<file path="src/rtl/buzzer_seq_ctrl.sv">
// Note sequencer for the buzzer: fetches packed note words, plays tone/rest for beats*BEAT_DIV cycles.
// Optional macro BUZZ_LOOP_EN adds a 'loop' input that restarts the song at the end marker.
module buzzer_seq_ctrl #(
    parameter int unsigned ADDR_W        = 8,
    parameter int unsigned DATA_W        = 16,
    parameter int unsigned BEAT_W        = 4,
    parameter int unsigned TONE_PRESCALE = 16,
    parameter int unsigned BEAT_DIV      = 1000000
) (
    input  logic              clk,
    input  logic              rst_n,
    input  logic              start,
    input  logic [ADDR_W-1:0] start_addr,
    input  logic              pause,
    input  logic              abort,
    output logic              mem_req,
    output logic [ADDR_W-1:0] mem_addr,
    input  logic              mem_ack,
    input  logic [DATA_W-1:0] mem_rdata,
    output logic              buzz_out,
    output logic              busy,
    output logic              done
`ifdef BUZZ_LOOP_EN
    ,
    input  logic              loop
`endif
);

    localparam int unsigned TONE_W = DATA_W - BEAT_W;
    localparam int unsigned TCNT_W = TONE_W + $clog2(TONE_PRESCALE + 1);
    localparam int unsigned BP_W   = (BEAT_DIV > 1) ? $clog2(BEAT_DIV) : 1;

    typedef enum logic [1:0] {IDLE, FETCH, PLAY, PAUSED} state_e;

    state_e            state_q;
    logic [ADDR_W-1:0] addr_q, first_q;
    logic [TONE_W-1:0] tone_q;
    logic [BEAT_W-1:0] beats_q;
    logic [TCNT_W-1:0] tone_cnt_q, tone_cnt_d, tone_lim;
    logic [BP_W-1:0]   beat_pre_q, beat_pre_d;
    logic [BEAT_W-1:0] beat_cnt_q, beat_cnt_d;
    logic              phase_q, phase_d;
    logic              mem_req_q, buzz_q, busy_q, done_q;
    logic              tone_tc, beat_tc, note_end, loop_en;
    logic [TONE_W-1:0] word_tone;
    logic [BEAT_W-1:0] word_beats;

`ifdef BUZZ_LOOP_EN
    assign loop_en = loop;
`else
    assign loop_en = 1'b0;
`endif

    assign word_tone  = mem_rdata[TONE_W-1:0];
    assign word_beats = mem_rdata[DATA_W-1 -: BEAT_W];

    // A rest (tone 0) never reaches terminal count, so the drive stays low.
    assign tone_lim = TCNT_W'(tone_q) * TCNT_W'(TONE_PRESCALE);
    assign tone_tc  = (tone_q != '0) && (tone_cnt_q == tone_lim - TCNT_W'(1));
    assign beat_tc  = (beat_pre_q == BP_W'(BEAT_DIV - 1));
    assign note_end = beat_tc && (beat_cnt_q == beats_q - BEAT_W'(1));

    always_comb begin
        tone_cnt_d = tone_tc ? '0 : tone_cnt_q + TCNT_W'(1);
        phase_d    = phase_q ^ tone_tc;
        beat_pre_d = beat_tc ? '0 : beat_pre_q + BP_W'(1);
        beat_cnt_d = beat_tc ? beat_cnt_q + BEAT_W'(1) : beat_cnt_q;
    end

    always_ff @(posedge clk or negedge rst_n) begin
        if (!rst_n) begin
            state_q    <= IDLE;
            addr_q     <= '0;
            first_q    <= '0;
            tone_q     <= '0;
            beats_q    <= '0;
            tone_cnt_q <= '0;
            beat_pre_q <= '0;
            beat_cnt_q <= '0;
            phase_q    <= 1'b0;
            mem_req_q  <= 1'b0;
            buzz_q     <= 1'b0;
            busy_q     <= 1'b0;
            done_q     <= 1'b0;
        end else begin
            done_q <= 1'b0;
            if (abort && state_q != IDLE) begin
                state_q   <= IDLE;
                mem_req_q <= 1'b0;
                buzz_q    <= 1'b0;
                busy_q    <= 1'b0;
            end else begin
                case (state_q)
                    IDLE: if (start) begin
                        addr_q    <= start_addr;
                        first_q   <= start_addr;
                        mem_req_q <= 1'b1;
                        busy_q    <= 1'b1;
                        state_q   <= FETCH;
                    end
                    FETCH: if (mem_ack) begin
                        if (mem_rdata == '0) begin
                            done_q <= 1'b1;
                            // Looping an empty song would spin forever; treat it as a plain end.
                            if (loop_en && addr_q != first_q) begin
                                addr_q <= first_q;
                            end else begin
                                mem_req_q <= 1'b0;
                                busy_q    <= 1'b0;
                                state_q   <= IDLE;
                            end
                        end else begin
                            tone_q     <= word_tone;
                            beats_q    <= (word_beats == '0) ? BEAT_W'(1) : word_beats;
                            tone_cnt_q <= '0;
                            beat_pre_q <= '0;
                            beat_cnt_q <= '0;
                            phase_q    <= 1'b0;
                            buzz_q     <= 1'b0;
                            mem_req_q  <= 1'b0;
                            state_q    <= PLAY;
                        end
                    end
                    PLAY: begin
                        if (note_end) begin
                            addr_q    <= addr_q + ADDR_W'(1);
                            buzz_q    <= 1'b0;
                            mem_req_q <= 1'b1;
                            state_q   <= FETCH;
                        end else begin
                            tone_cnt_q <= tone_cnt_d;
                            beat_pre_q <= beat_pre_d;
                            beat_cnt_q <= beat_cnt_d;
                            phase_q    <= phase_d;
                            if (pause) begin
                                buzz_q  <= 1'b0;
                                state_q <= PAUSED;
                            end else begin
                                buzz_q <= phase_d;
                            end
                        end
                    end
                    PAUSED: if (!pause) begin
                        // Resume with the phase held across the pause.
                        buzz_q  <= phase_q;
                        state_q <= PLAY;
                    end
                    default: state_q <= IDLE;
                endcase
            end
        end
    end

    assign mem_req  = mem_req_q;
    assign mem_addr = addr_q;
    assign buzz_out = buzz_q;
    assign busy     = busy_q;
    assign done     = done_q;

endmodule
</file>
<file path="config.mk">
export PLATFORM = sky130hd
export DESIGN_NAME = buzzer_seq_ctrl
export DESIGN_NICKNAME = d
export VERILOG_FILES = /design/src/rtl/buzzer_seq_ctrl.sv
export SDC_FILE = /design/constraint.sdc
export NUM_CORES = 1
export LEC_CHECK = 0
export CAP_MARGIN = 20
export CELL_PAD_IN_SITES_DETAIL_PLACEMENT = 1
export CELL_PAD_IN_SITES_GLOBAL_PLACEMENT = 2
export CORE_UTILIZATION = 36
export DETAILED_ROUTE_END_ITERATION = 6
export PLACE_DENSITY_LB_ADDON = 0.1
export SYNTH_ARGS = -nofsm -noshare
export SYNTH_HDL_FRONTEND = slang
export SYNTH_SLANG_ARGS = --single-unit
export TNS_END_PERCENT = 10
</file>
<file path="constraint.sdc">
create_clock -name clk -period 3.4 [get_ports clk]
set_clock_uncertainty 0.05 [all_clocks]
set_input_delay 0.34 -clock clk [delete_from_list [all_inputs] [get_ports clk]]
set_output_delay 0.34 -clock clk [all_outputs]
set_load 0.02 [all_outputs]
</file>
# Word level (Yosys, flattened, before mapping)
# Cells that the tools add are included.
# word_totals
reg_bits	72
inputBits	30
word_cells	110
# classes
addsub	6
eq_ne	19
n_mux	49
n_bitwise	3
n_reduce_logical	21
# op_table
operator	count
two-way mux 20 bit	4
two-way mux 17 bit	4
one-hot mux 20 bit (2 select lines)	1
one-hot mux 17 bit (2 select lines)	1
AND reduction 4 bit	6
adder 20 x 1 -> 20 bit (second input constant)	1
equality test 20 bit (second input constant)	1
two-way mux 4 bit	5
two-way mux 1 bit	18
inequality test 3 bit (second input constant)	6
adder 17 x 1 -> 17 bit (second input constant)	1
equality test 17 bit	1
subtractor 16 x 1 -> 17 bit (second input constant)	1
logical NOT 16 bit	1
two-way mux 8 bit	2
one-hot mux 8 bit (2 select lines)	1
two-way mux 2 bit	7
inequality test 2 bit (second input constant)	6
nonzero test 12 bit	1
adder 8 x 1 -> 8 bit (second input constant)	1
one-hot mux 2 bit (4 select lines)	1
one-hot mux 4 bit (2 select lines)	1
nonzero test 4 bit	2
one-hot mux 1 bit (3 select lines)	2
16 further kinds	23

# Depth between registers and ports, before layout
# Gate-level depths: netlist of run 1.
# logic_depth
depth_word	8
ltp_mapped	10
mapped_depth_nobuf	9

# Least setup slack after synthesis of run 1
# OpenSTA, ideal clock, no wires.
# synth_timing
kind	reg-to-reg
startpoint	register tone_q[0]
endpoint	register tone_cnt_q[14]
arrival_ns	2.399
t_required_ns	3.274
slack_ns	0.875
stages_incl_launch_ff	10
synth_period_minus_slack_ns	2.525
path_cell_list	dfrtp_1 > inv_1 > ha_1 > nor3b_2 > and4b_1 > mux2_2 > mux2_2 > nand4_2 > or4b_1 > o21ai_1
# synth_via
elab_chain_len	6
word_cells_on_any_way	7
cone_classes	add/sub: 1; eq/ne: 1; mux: 3; reduce/logical: 2
# synth_rtl
item	line	text
from (decl)	37	logic [TONE_W-1:0] tone_q;
from (signal assigned)	113	tone_q <= word_tone;
subtractor 16 x 1 -> 17 bit	59	assign tone_tc = (tone_q != '0) && (tone_cnt_q == tone_lim - TCNT_W'(1));
equality test 17 bit	59	
logical AND 1 bit (*)	59	
two-way mux 17 bit (*)	64	tone_cnt_d = tone_tc ? '0 : tone_cnt_q + TCNT_W'(1);
two-way mux 17 bit (*)	125	if (note_end) begin
one-hot mux 17 bit (2 select lines) (*)	93	case (state_q)
to (signal assigned)	131	tone_cnt_q <= tone_cnt_d;
to (decl)	39	logic [TCNT_W-1:0] tone_cnt_q, tone_cnt_d, tone_lim;
# Every way passes the cells marked *; elsewhere a longest branch is shown, timed or not. The select of a mux whose other input is x is not followed.
# A chain may end at the register's enable or synchronous reset.

# Final worst setup path of run 1
# Same ends and word-level chain as after synthesis.

==> results of run 1 <==
[cell families after synthesis]
| family | Yosys count | share of synthesized area (%) |
|---|---|---|
| AND/OR/NAND/NOR | 206 | 25.7 |
| AO/OA/AOI/OAI | 128 | 18.0 |
| flip-flops | 72 | 41.2 |
| buffers and inverters | 40 | 4.04 |
| XOR/XNOR | 21 | 4.55 |
| multiplexers | 19 | 4.75 |
| adder cells (fa/ha/maj) | 6 | 1.72 |
[power by group through the flow]
stage | clock (mW) | sequential (mW) | combinational, mW
after floorplan | 0 | 1.17 | 0.614
after global placement | 0 | 1.20 | 0.871
after detailed placement | 0 | 1.21 | 0.889
after CTS | 1.16 | 1.20 | 0.893
after global routing | 1.20 | 1.22 | 0.985
final | 1.13 | 1.20 | 0.884
[cell usage in the layout (no fill, tap or decap), drive strengths merged, types with 14 or more instances in the layout]
cell	netlist	routed
mux2	14	14
nor2	37	37
o21ai	59	59
and3	17	17
a21oi	19	19
a31oi	14	14
nand2	46	46
nor3	18	18
dfrtp	72	72
clkdlybuf4s50	0	40
nand3	26	26
[cells in the mapped netlist (5+ instances only)]
cell type,instances
dfrtp_1,72
nand2_1,46
nor2_1,37
o21ai_1,37
nand3_1,26
o21ai_0,22
a21oi_1,18
and3_1,17
clkbuf_1,16
nor3_1,16
a31oi_1,14
mux2_2,14
inv_1,13
xnor2_1,13
nor4_1,12
nand4_1,10
buf_2,9
nor2b_1,8
xor2_1,7
ha_1,6
mux2i_1,5
o31ai_1,5
[worst max-delay path, delay by kind of cell (launching register included)]
kind | cells | cell delay, ns
flops | 1 | 0.41
simple gates | 4 | 1.36
compound gates | 1 | 0.08
buf+inv | 1 | 0.09
fa+ha+maj | 1 | 0.21
mux | 2 | 0.63
[layout make-up]
| cell class | instances | area (um^2) | share of cell area [%] |
|---|---|---|---|
| clock inverters | 5 | 103 | 1.95 |
| well taps | 143 | 179 | 3.41 |
| inverters | 13 | 48.8 | 0.929 |
| flip-flops and latches | 72 | 1800 | 34.3 |
| clock buffers | 11 | 253 | 4.81 |
| multi-input cells | 380 | 2390 | 45.6 |
| repair buffers | 48 | 473 | 9.01 |
[state kept, by name, indices dropped and copies added, names as in the netlist, 2 cells and up]
signal      count
beat_pre_q     20
state_q         2
mem_addr        8
beat_cnt_q      4
beats_q         4
tone_cnt_q     17
tone_q         12
[per-stage QoR]
stage	utilization [%]	instance area, um^2	instances	hold slack (ns)
global route	45.2	5250	672	0.195
detailed placement	42.1	4890	656	0.423
finish	45.2	5250	672	0.0999
CTS	45.2	5250	672	0.141
global placement	42.1	4890	656	0.413
floorplan	-	4370	492	-0.00559
[worst max-delay path by stage]
stage / from / end / depth (start not counted)
2_1_floorplan: tone_q[0] / tone_cnt_q[14] / 9
4_1_cts: tone_q[0] / tone_cnt_q[14] / 9
5_1_grt: tone_q[0] / buzz_out / 9
6_report: tone_q[0] / tone_cnt_q[14] / 9
3_3_place_gp: tone_q[0] / tone_cnt_q[14] / 9
3_5_place_dp: tone_q[0] / tone_cnt_q[14] / 9
[metal layers]
layer	global-route usage (%)	routed length, um
met2	34.5	5790
met5	0	0
met3	3.02	217
met1	26.2	5600
met4	8.00	156
==> results.ini, run 1 <==
[pwr]
p_int_mw = 2.19
p_leak_nw = 2.16
power_density_mw_per_mm2 = 612
clkPwrFrac_pct = 35.2
total_power_mw = 3.21
peakVddDrop_mv = 0.311
switching_share_pct = 31.7
seqPwrFrac_pct = 37.3
p_switching_mw = 1.02
comb_power_share_pct = 27.5

[synthesis]
synth.net_count = 528
synth_enable_flop_cells = 0
yosysSeqAreaShare_pct = 41.2
synth_flop_cell = dfrtp_1
synth_top_cell_by_area = dfrtp_1
syn_inst = 492
synthDominantCellAreaShare_pct = 41.2
syn_area_per_cell_um2 = 8.88
ys_ff_latch = 72
synth_area_mm2 = 0.00437
yosys_warnings = 0
ys_types = 58
synth_area_leaders = dfrtp_1, o21ai_1, nand2_1, mux2_2, nor2_1
ys_async_sr_fraction_pct = 100

[sta]
hold_viol = 0
fin_tns_setup_ns = 0
min_period_over_period_pct = 85.0
rsz0062_at_grt = no
min_period_ns = 2.89
tightest_slew_ns = 0.990
fin_ws_ns = 0.509
slew_headroom_pct = 33.7
fmax_mhz = 346
setup_viol = 0
finalMaxSlewViolations = 0

[clock_network]
ctsResizeCount = 0
root_buffer = clkbuf_16
cts_tree = yes
cts_setup_buffers = 0
cts.sinks = 72
clkLatencyLatePin_ns = 0.34
cts_buffers = 9
cts_buffer_depth = 2
cts.clk_slew.worst_paths_ns = 0.06
hold_buffers = 0
htree_num_levels = 3

[setup_path]
critPathSlowestCell = or4b_1
endpoint_kind = flip-flop
regToRegEndpoint = tone_cnt_q[14]
cpPeakStageDelay_ns = 0.46
critPathMostFrequentCell = mux2_2
rrSetupSlack_ns = 0.51
rr_worst_depth = 9
r2r-start = tone_q[0]
worstPathRequired_ns = 3.61
worstSetupPathType = flip-flop to flip-flop
worst_setup_path_start_kind = flip-flop
cp_max_fo = 15
crit_path_cell_trace = inv_1, ha_1, nor3b_2, and4b_1, mux2_2, mux2_2, nand4_2, or4b_1, o21ai_1
cp.arrival_ns = 3.10

[die]
fp.dieH_um = 112
initial_utilization_pct = 37.6
die_w_um = 112
io-pin-count = 42
die_area_mm2 = 0.0126
core-area_mm2 = 0.0116
core.rowCount = 39

[global_routing]
first_global_vias = 4050
grt_max_degree = 73
grt_overflow = 0
grt_usage_pct = 20.4
grt_antenna_before_repair = 0
grt_pass1_wl_um = 20300

[status]
failed_checks = design-rule violations
status = finished with violations

[hold_path]
hold_path_class = input port to async pin

[drt]
antenna_left = 0
wl_um = 11800
viasPerCell = 5.74
wire_per_inst_um = 17.5
vias = 3860
first_pass_iters = 6
drc_errors = 2
drt_iter0_drc = 114

[finish]
antennaDiodeCount = 0
area_growth_pct = 20.1
drive_gt1_share_pct = 9.64
n_fill_cell = 1302
final_nets = 560

[placement]
place.gp.congestion = 0.744
port_buffers = 41
place_ws_ns = 0.472
place.detailed.hpwl_um = 8180

[run]
maxCapViolations = 0

Note: power is estimated with default switching activity, not from simulation.
==> run 2: changes to the inputs <==
--- a/constraint.sdc
+++ b/constraint.sdc
@@ -4,2 +4,2 @@
 set_output_delay 0.34 -clock clk [all_outputs]
-set_load 0.02 [all_outputs]
+set_load 0.01 [all_outputs]
==> results of run 2 <==
Same layout as run 1 (identical final DEF). Status: finished with violations: design-rule violations.
Main changes from that run: total power 3.21 mW -> 3.18 mW; worst IR drop on VDD 0.311 mV -> 0.283 mV
==> RTL change (config.mk and constraints of run 1) <==
The 4 states of `state_e` get a one-hot encoding in 4 bits.
--- a/src/rtl/buzzer_seq_ctrl.sv
+++ b/src/rtl/buzzer_seq_ctrl.sv
@@ -32,3 +32,3 @@
 
-    typedef enum logic [1:0] {IDLE, FETCH, PLAY, PAUSED} state_e;
+    typedef enum logic [3:0] {IDLE = 4'b0001, FETCH = 4'b0010, PLAY = 4'b0100, PAUSED = 4'b1000} state_e;
 
Formal check against the unedited RTL: no difference found for any inputs over 10 cycles, from zero or initial values and one cycle with rst_n low; not proved beyond that.
==> RTL change against run 1 <==
- total power is 20% higher
- routed wire length is 5.7% higher
- final area up 2.7%
- final cell count grew 6.7%
- combinational power rose by 65%
- area after synthesis increased by 3.7%
- setup slack lost 43 ps
- count of clock-buffer cells in the layout up 1
- via count increased by 3.4%
- sequential cell count is 2 higher
- clock power fell by 22%
- worst hold slack better by 330 ps
- critical endpoint is now tone_cnt_q[4]
- largest power group unchanged
- highest routed layer unchanged
==> RTL change: results (changes against run 1) <==
[synth]
synth_area_leaders = dfrtp_1 (40%), o21ai_0 (6.2%), mux2_2 (4.2%)
syn-num-nets = 540  ; +2.3%
synth_common_cells = dfrtp_1 (73), o21ai_0 (56), nand2_1 (47)
synth.ff_latch_count = 74  ; +2.8%
yosys.cell_types.count = 63  ; +8.6%
ys_seq_area_frac = 0.409  ; -0.00336

[outcome]
status = finished, final reports clean

[floorplanning]
die-area_um2 = 13000  ; +3.6%

[power_and_ir_drop]
ir_drop_v = 0.000259  ; -17%
leakage_nw = 2.22  ; +2.8%

[final_layout]
seqCellArea_um2 = 1850  ; +2.8%
nets = 580  ; +3.6%
fill_cells = 1429  ; +9.8%
clock_cell_area_share = 0.0492  ; -0.0185
nMultiInputCombCells = 391  ; +2.9%
multi_input_area_share = 0.457  ; +0.00130
inverters = 12  ; -1
layout-drive-gt1-share = 0.120  ; +0.0238

[routing]
dr.pass1.iters = 4  ; -2
drt_iter0_drc = 216  ; +89%
wl_per_cell_um = 17.3  ; -0.97%

[worst_setup_path]
crit_fanout = 25  ; +10
cpPeakStageDelay_ps = 510  ; +50 ps
ff2ff_setup_slack_ps = 470  ; -40 ps
startpoint = tone_q[1]
critPathSlowestCell = or4_1

[global_route]
grt.total_usage = 0.207  ; +0.00355
grt_pass1_wl_um = 21300  ; +4.7%
grt_pass1_vias = 4215  ; +4.1%
grt_max_degree = 75  ; +2.7%

[placed_design]
dp_hpwl_um = 8620  ; +5.5%
routabilityCongestion = 0.820  ; +10%
placed_area_um2 = 5080  ; +3.9%

[clock_network]
clock_path_buffers = 2  ; unchanged

-- RTL change: changes by cell type in the layout (fill, tap and decap cells not counted), sizes merged, moves of 9 or more --
cell and change:
a21o +12, and3 -9, o31ai +13, a31oi -9
or2 +9
-- RTL change: critical path: cells and delay by family, from the launching register on --
family	cells	cell delay [ps]
adders and majority gates	1	220
DFF	1	420
AOI/OAI and AO/OA	3	540
buffers and inverters	2	350
and+or+nand+nor	4	1240
-- RTL change: power by group --
group	internal, W	switching [W]	leakage (nW)	total (W)
registers	0.00115	0.000371	0.974	0.00152
clock network	0.000495	0.000383	0.123	0.000878
logic	0.000706	0.000750	1.12	0.00146
-- RTL change: worst paths after layout --
check,to,cells past startpoint
max,tone_cnt_q[4],10
min,tone_q[9],2
max reg2reg,tone_cnt_q[4],10
min reg2reg,beat_pre_q[16],1
max in group asynchronous,state_q[0],3
min in group clk,beat_pre_q[16],1
-- RTL change: per-stage QoR --
step	utilization	setup slack, ps	hold WS (ps)	total power (W)	instances
after floorplan	-	710	-5.59	0.00247	504
after CTS	0.440	464	162	0.00389	714
after global placement	0.418	535	444	0.00293	698
after global routing	0.444	279	458	0.00416	717
after detailed placement	0.418	475	445	0.00298	698
final	0.444	466	430	0.00385	717
-- RTL change: cell families after synthesis --
| logic type | count (synthesis) | synth area share |
|---|---|---|
| adders and majority gates | 6 | 0.0166 |
| DFF | 74 | 0.409 |
| AOI/OAI and AO/OA | 142 | 0.197 |
| xor gates and xnor gates | 20 | 0.0387 |
| and+or+nand+nor | 203 | 0.242 |
| buffers and inverters | 39 | 0.0486 |
| muxes | 20 | 0.0489 |
-- RTL change: per-layer routing --
layer	vias up	share of wire	GRT usage
met5	-	0	0
met4	0	0.015	0.0710
met3	12	0.021	0.0307
met2	47	0.46	0.333
met1	1999	0.50	0.285
li1	1934	-	-
